<file path="config.mk">
export PLATFORM = sky130hd
export DESIGN_NAME = redpitaya_clk_rst_seq
export DESIGN_NICKNAME = d
export VERILOG_FILES = /design/src/rtl/redpitaya_clk_pkg.sv /design/src/rtl/redpitaya_sync_bit.sv /design/src/rtl/redpitaya_clk_rst_seq.sv
export SDC_FILE = /design/constraint.sdc
export NUM_CORES = 1
export LEC_CHECK = 0
export CAP_MARGIN = 0
export CORE_UTILIZATION = 60
export DETAILED_ROUTE_END_ITERATION = 7
export DONT_BUFFER_PORTS = 1
export PLACE_DENSITY = 0.8
export REMOVE_ABC_BUFFERS = 1
export SETUP_SLACK_MARGIN = 0.02
export SLEW_MARGIN = 20
export SYNTH_ARGS = -nofsm -noshare
export SYNTH_HDL_FRONTEND = slang
export SYNTH_HIERARCHICAL = 1
export SYNTH_SLANG_ARGS = --single-unit
</file>
<file path="constraint.sdc">
create_clock -name adc_clk_i -period 3.7 [get_ports adc_clk_i]
set_input_delay 0.74 -clock adc_clk_i [delete_from_list [all_inputs] [get_ports adc_clk_i]]
set_output_delay 0.74 -clock adc_clk_i [all_outputs]
set_load 0.02 [all_outputs]
</file>
<file path="src/rtl/redpitaya_clk_pkg.sv">
// Shared state encodings and default parameters for the DAC PLL clock/reset sequencer.
package redpitaya_clk_pkg;

  typedef enum logic [1:0] {
    RST_PLL   = 2'd0,
    WAIT_LOCK = 2'd1,
    STABLE    = 2'd2,
    RUN       = 2'd3
  } seq_state_e;

  // Plain-vector copies of the encodings for code that keeps the state as logic [1:0].
  localparam logic [1:0] ST_RST_PLL   = 2'd0;
  localparam logic [1:0] ST_WAIT_LOCK = 2'd1;
  localparam logic [1:0] ST_STABLE    = 2'd2;
  localparam logic [1:0] ST_RUN       = 2'd3;

  localparam int DEF_RST_CYCLES    = 16;
  localparam int DEF_LOCK_TIMEOUT  = 65536;
  localparam int DEF_STABLE_CYCLES = 1024;
  localparam int DEF_SYNC_STAGES   = 3;
  localparam int DEF_CNT_W         = 8;

  function automatic int max3(input int a, input int b, input int c);
    int m;
    m = (a > b) ? a : b;
    return (m > c) ? m : c;
  endfunction

endpackage

</file>
<file path="src/rtl/redpitaya_sync_bit.sv">
// Multi-flop synchronizer for a single asynchronous level, cleared to 0 on reset.
module redpitaya_sync_bit #(
  parameter int STAGES = 3
) (
  input  logic clk,
  input  logic rst,
  input  logic d,
  output logic q
);

  (* ASYNC_REG = "TRUE" *) logic [STAGES-1:0] sync;

  always_ff @(posedge clk or posedge rst) begin
    if (rst) sync <= '0;
    else     sync <= {sync[STAGES-2:0], d};
  end

  assign q = sync[STAGES-1];

endmodule

</file>
<file path="src/rtl/redpitaya_clk_rst_seq.sv">
// Power-up / recovery sequencer for the ADC-clocked DAC PLL with automatic retry.
// Define REDPITAYA_CLK_SEQ_LOST_CNT_EN to add the lost_cnt_o lock-loss counter.
module redpitaya_clk_rst_seq
  import redpitaya_clk_pkg::*;
#(
  parameter int RST_CYCLES    = DEF_RST_CYCLES,
  parameter int LOCK_TIMEOUT  = DEF_LOCK_TIMEOUT,
  parameter int STABLE_CYCLES = DEF_STABLE_CYCLES,
  parameter int SYNC_STAGES   = DEF_SYNC_STAGES,
  parameter int CNT_W         = DEF_CNT_W
) (
  input  logic             adc_clk_i,
  input  logic             adc_rst_i,
  input  logic             pll_locked_i,
  input  logic             restart_i,
  output logic             pll_rst_o,
  output logic             dac_rst_o,
  output logic             dac_rstn_o,
  output logic             ready_o,
  output logic [1:0]       state_o,
  output logic [CNT_W-1:0] retry_cnt_o
`ifdef REDPITAYA_CLK_SEQ_LOST_CNT_EN
  ,
  output logic [CNT_W-1:0] lost_cnt_o
`endif
);

  localparam int MAX_CYC = max3(RST_CYCLES, LOCK_TIMEOUT, STABLE_CYCLES);
  localparam int CW      = $clog2(MAX_CYC);

  logic          lk;
  logic [1:0]    state, state_nxt;
  logic [CW-1:0] cnt, cnt_nxt;
  logic          retry_evt, lost_evt;

  redpitaya_sync_bit #(
    .STAGES(SYNC_STAGES)
  ) u_lock_sync (
    .clk(adc_clk_i),
    .rst(adc_rst_i),
    .d  (pll_locked_i),
    .q  (lk)
  );

  // Restart wins over every other transition; the shared counter is zeroed on any state entry.
  always_comb begin
    state_nxt = state;
    cnt_nxt   = (state == ST_RUN) ? cnt : cnt + CW'(1);
    retry_evt = 1'b0;
    lost_evt  = 1'b0;
    if (restart_i) begin
      state_nxt = ST_RST_PLL;
    end else begin
      case (state)
        ST_RST_PLL: begin
          if (cnt == CW'(RST_CYCLES - 1)) state_nxt = ST_WAIT_LOCK;
        end
        ST_WAIT_LOCK: begin
          if (lk) begin
            state_nxt = ST_STABLE;
          end else if (cnt == CW'(LOCK_TIMEOUT - 1)) begin
            state_nxt = ST_RST_PLL;
            retry_evt = 1'b1;
          end
        end
        ST_STABLE: begin
          if (!lk)                                 state_nxt = ST_WAIT_LOCK;
          else if (cnt == CW'(STABLE_CYCLES - 1))  state_nxt = ST_RUN;
        end
        ST_RUN: begin
          if (!lk) begin
            state_nxt = ST_RST_PLL;
            lost_evt  = 1'b1;
          end
        end
        default: state_nxt = ST_RST_PLL;
      endcase
    end
    if (restart_i || (state_nxt != state)) cnt_nxt = '0;
  end

  always_ff @(posedge adc_clk_i or posedge adc_rst_i) begin
    if (adc_rst_i) begin
      state       <= ST_RST_PLL;
      cnt         <= '0;
      pll_rst_o   <= 1'b1;
      dac_rst_o   <= 1'b1;
      dac_rstn_o  <= 1'b0;
      ready_o     <= 1'b0;
      retry_cnt_o <= '0;
    end else begin
      state       <= state_nxt;
      cnt         <= cnt_nxt;
      pll_rst_o   <= (state_nxt == ST_RST_PLL);
      dac_rst_o   <= (state_nxt != ST_RUN);
      dac_rstn_o  <= (state_nxt == ST_RUN);
      ready_o     <= (state_nxt == ST_RUN);
      if (retry_evt && (retry_cnt_o != '1)) retry_cnt_o <= retry_cnt_o + CNT_W'(1);
    end
  end

  assign state_o = state;

`ifdef REDPITAYA_CLK_SEQ_LOST_CNT_EN
  always_ff @(posedge adc_clk_i or posedge adc_rst_i) begin
    if (adc_rst_i)                               lost_cnt_o <= '0;
    else if (lost_evt && (lost_cnt_o != '1))     lost_cnt_o <= lost_cnt_o + CNT_W'(1);
  end
`else
  // Lock loss still drives the state machine; only the statistic is dropped.
  logic unused_lost;
  assign unused_lost = lost_evt;
`endif

endmodule

</file>
# Word level (Yosys, flattened, before mapping)
# Cells that the tools add are included.
# word_totals
word_cells,38
regBits,32
input_bits,4
# classes
n_mux,14
add_sub_neg,2
n_reduce_logical,4
eq_ne,11
# op_table
operator,count
$mux W16,2
$add A16 B1 Y16 const B,1
$eq A16 B10 Y1 const B,1
$eq A16 B16 Y1 const B,1
$eq A16 B4 Y1 const B,1
$mux W2,7
$add A8 B1 Y8 const B,1
$ne A8 B8 Y1 const B,1
$pmux W2 S4,1
$eq A2 B2 Y1 const B,3
$logic_not A2 Y1,2
$mux W1,4
$eq A2 B1 Y1 const B,1
$ne A2 B1 Y1 const B,1
$ne A2 B2 Y1,1
$ne A2 B2 Y1 const B,1
$logic_and A1 B1 Y1,1
$logic_or A1 B1 Y1,1

# Logic depth before layout (Yosys ltp)
# logic_depth
word_depth,8
depth_mapped,7
ltp_nobuf,6

# Cells and area by module
# Netlist, hierarchy kept.
# modules_own_cells
module,seq_area_each_um2,area_per_inst_um2,n_inst,cells_per_inst
redpitaya_clk_rst_seq,728.2,1508.9,1,144
redpitaya_sync_bit,75.1,78.8,1,4

# Least setup slack after synthesis
# OpenSTA, ideal clock, no wires.
# synth_timing
kind,input-to-reg
start,in restart_i
end,reg retry_cnt_o[1]
t_arrival_ps,2178
cell_stages,4
setup_ps,125
setup_slack_ps,1398
n_path_buf,0
t_required_ps,3575
path_cell_list,or4b_1 a41o_1 nor4_4 mux2_2
# synth_via
elab_chain_cells,2
# synth_lines
item,line,rtl
start: declaration,redpitaya_clk_rst_seq.sv:15,"input logic restart_i,"
$mux W1,redpitaya_clk_rst_seq.sv:51,if (restart_i) begin
$logic_and A1 B1 Y1,redpitaya_clk_rst_seq.sv:98,if (retry_evt && (retry_cnt_o != '1)) retry_cnt_o <= retry_cnt_o + CNT_W'(1);
end signal: assignment,redpitaya_clk_rst_seq.sv:98,
end: declaration,redpitaya_clk_rst_seq.sv:21,output logic [CNT_W-1:0] retry_cnt_o
# No other way between the ends.
# A chain may end at the register's enable or synchronous reset.

# Worst setup path after layout
# layout_timing
start,reg state[0] (netlist: state_o[0])
end,reg retry_cnt_o[1]
# layout_via
elab_chain_cells,4
# layout_lines
item,line,rtl
start: declaration,redpitaya_clk_rst_seq.sv:32,"logic [1:0] state, state_nxt;"
start signal: assignment,redpitaya_clk_rst_seq.sv:92,state <= state_nxt;
$eq A2 B1 Y1,redpitaya_clk_rst_seq.sv:54,case (state)
$mux W1,redpitaya_clk_rst_seq.sv:54,
$mux W1,redpitaya_clk_rst_seq.sv:51,
$logic_and A1 B1 Y1,redpitaya_clk_rst_seq.sv:98,
# No other way between the ends.

==> metrics.log <==
[metrics] run status: completed
[metrics] Post-synth top flop: dfrtp_1
[metrics] Critical Path Fanout Max: 9
[metrics] Clock Tree Root: clkbuf_4
[metrics] Synthesis Warnings: 6
[metrics] sequential cell area fraction in the yosys report: 0.5059
[metrics] worst slew margin relative to its limit: 0.6151
[metrics] number of antenna violations at the first check in global routing: 0
[metrics] total length of routed wires: 2.690 mm
[metrics] post-synthesis to final-layout area growth: 3.625%
[metrics] top cells by instance count after synthesis: 30 x dfrtp_1, 20 x nor2_1, 13 x nand2_1, 13 x xor2_1, 12 x nand4_1
[metrics] Worst EP required: 3.93 ns
[metrics] RSZ-0062 raised after global routing: false
[metrics] share of final-layout standard cells stronger than drive strength 1: 0.1060
[metrics] fin crit period: 2.251 ns
[metrics] CTS H-tree lvls: 2
[metrics] category of the most critical setup path: reg -> reg
[metrics] final critical-path share of the clock period: 0.6083
[metrics] CP startpoint kind: flop
[metrics] # IOs: 18
[metrics] combinational family with the most area after synthesis: simple AND/OR/NAND/NOR gates
[metrics] Max clock buf depth: 2
[metrics] via count of the first global-routing pass: between 1000 and 1500
[metrics] Routed wire per std cell: approximately 15 µm
[metrics] ANT cells: 0
[metrics] net count reported at finish: 156
[metrics] LEAKAGE: 0.7295 nW
[metrics] Simple-Gate Fraction of Synth Area: 0.2600
[metrics] first-pass GRT wire length: 4.409 mm
[metrics] die outline width: 53.44 µm
[metrics] biggest area consumer among synthesized cells: dfrtp_1
[metrics] number of placement rows: 18
[metrics] TritonCTS clock tree: done
[metrics] Fin. Hold Viols: 0
[metrics] Final Skew: 0.003858 ns
[metrics] category of the worst setup path capture point: flop
[metrics] number of buffers inserted for hold repair after clock tree synthesis: 0
[metrics] signal arrival time at the worst endpoint: about 2.5 ns
[metrics] Synth Instances: 148
[metrics] most common cell in the netlist: dfrtp_1
[metrics] areal power density over the cells: 352.3 nW/µm²
[metrics] violation count after the first detailed-route iteration: 30
[metrics] XOR/XNOR share of the synthesized area: 0.1269
[metrics] post-cts sizing count: 0
[metrics] mux contribution to synthesized area: 0.007092
[metrics] number of buffers inserted during clock tree synthesis: 5
[metrics] post-synth cell types: 40
[metrics] Synth Area in Compound Gates: 0.05043
[metrics] Finished Core Util: 0.6582
[metrics] effective utilization at floorplan: 0.6351
[metrics] syn_area_per_cell: 10.73 µm²
[metrics] highest attainable clock frequency: about 440 MHz
[metrics] detailed-routing iteration count for the pre-antenna-repair pass: 4
[metrics] maximum number of pins on one net before global-route repair: 30
[metrics] Die ar.: around 2900 µm²
[metrics] cell area after synthesis: 1588 µm²
[metrics] total congestion overflow: 0
[metrics] maximum resistive drop on vdd: 320.9 µV
[metrics] via total after detailed routing: roughly 1100
[metrics] count of nets left with antenna violations after detail routing: 0
[metrics] global placement routability congestion: 0.8102
[metrics] post-route DRC violation count: 0
[metrics] number of max-cap violations: 0
[metrics] setup fix buffers added after clock tree synthesis: 0
[metrics] number of synthesized flops with an enable pin: 0
[metrics] Synth Register Bits: 32
[metrics] transition at the pin with the smallest max-transition slack: 0.5765 ns
[metrics] fraction of registers with async set/reset: 1.000
[metrics] Via-to-Cell Ratio: between 5 and 6
[metrics] Skew-Pair Late Insertion Delay: 0.33 ns
[metrics] dpl hpwl: around 1.9 mm
[metrics] Final setup violation count: 0
[metrics] area of the core region: about 2500 µm²
[metrics] path type of the worst min-delay path: in -> async
[metrics] clk slew on worst S/H paths: 0.09 ns
[metrics] Synth top area share: 0.4728
[metrics] total of buffers placed on input and output ports: 0
[metrics] number of sinks handled by clock tree synthesis: 32
[metrics] adder-cell share of the synthesized area: 0.01576
[metrics] cell types occupying the most area after synthesis: dfrtp_1 47%, xor2_1 7.2%, xnor2_1 5.5%
[metrics] Setup Total Neg Slack: 0 ns
[metrics] Total Routing Usage GR: 0.2257
[metrics] die height: approximately 53 µm
[metrics] number of max-slew violations in the final report: 0
## metal layers
layer / up-vias / global-route usage / wire, µm
li1: 520 / - / -
met1: 522 / 0.2739 / 1187
met2: 27 / 0.3458 / 1294
met3: 8 / 0.07184 / 142
met4: 0 / 0.1316 / 65
met5: - / 0 / 0
## worst max-delay path, cell delays in order (launching register included)
cell,delay (ns)
dfrtp_1,0.66
or4b_1,0.51
a41o_1,0.25
nor4_4,0.35
mux2_2,0.38
## cell type report
class	count	area, µm²
fill	177	854.6
multi-input combinational	107	730.7
tap	30	37.54
clock buffer	8	58.81
inverter	4	15.01
sequential	32	803.3
## cells in the final DEF, fill, tap and decap left out, types with 4 or more instances in the layout
cell type | synthesis | layout
dfrtp_1 | 30 | 30
xnor2_1 | 10 | 10
nand2_1 | 13 | 13
nor2_1 | 20 | 20
clkbuf_4 | 0 | 5
nand3_1 | 5 | 5
xor2_1 | 13 | 13
nand4_1 | 12 | 12
and3_1 | 4 | 4
## sequential cells by signal, summed over array words and instances (netlist names)
signal,cells
state_o,2
retry_cnt_o,8
cnt,16
ready_o,1
pll_rst_o,1
dac_rst_o,1
u_lock_sync/sync,3
## per-stage QoR
stage	total power, mW	instance area (µm²)	cells	setup slack, ns	hold WS [ns]
2_1_floorplan	0.3784	1549	143	1.398	0.3312
3_3_place_gp	0.3825	1587	173	1.349	0.3382
3_5_place_dp	0.3838	1587	173	1.321	0.3418
4_1_cts	0.5849	1645	181	1.438	0.1444
5_1_grt	0.6071	1645	181	1.330	0.1402
6_report	0.5796	1645	181	1.449	0.1458
## report_power, final
| part | internal (mW) | switching, mW |
|---|---|---|
| clock network | 0.0936 | 0.109 |
| logic | 0.00534 | 0.0129 |
| registers | 0.354 | 0.00462 |
| total | 0.453 | 0.127 |
## cell families (layout without fill, tap and decap cells)
kind of cell,count (synthesis),in the layout
simple gates,72,72
flops,32,32
xor+xnor,23,23
compound gates,9,9
buf+inv,9,12
fa+ha+maj,2,2
mux,1,1
## path summary, 6_finish.rpt
path                                     start             endpoint  slack, ns  cells after the start
max                                 state_o[0]       retry_cnt_o[1]       1.45                      4
max reg2reg                         state_o[0]       retry_cnt_o[1]       1.45                      4
min reg2reg                u_lock_sync/sync[0]  u_lock_sync/sync[1]       0.36                      0
min in group adc_clk_i     u_lock_sync/sync[0]  u_lock_sync/sync[1]       0.36                      0
min                                  adc_rst_i  u_lock_sync/sync[0]       0.15                      1
max in group asynchronous            adc_rst_i              cnt[11]       2.98                      1
(Power assumes the default switching activity.)
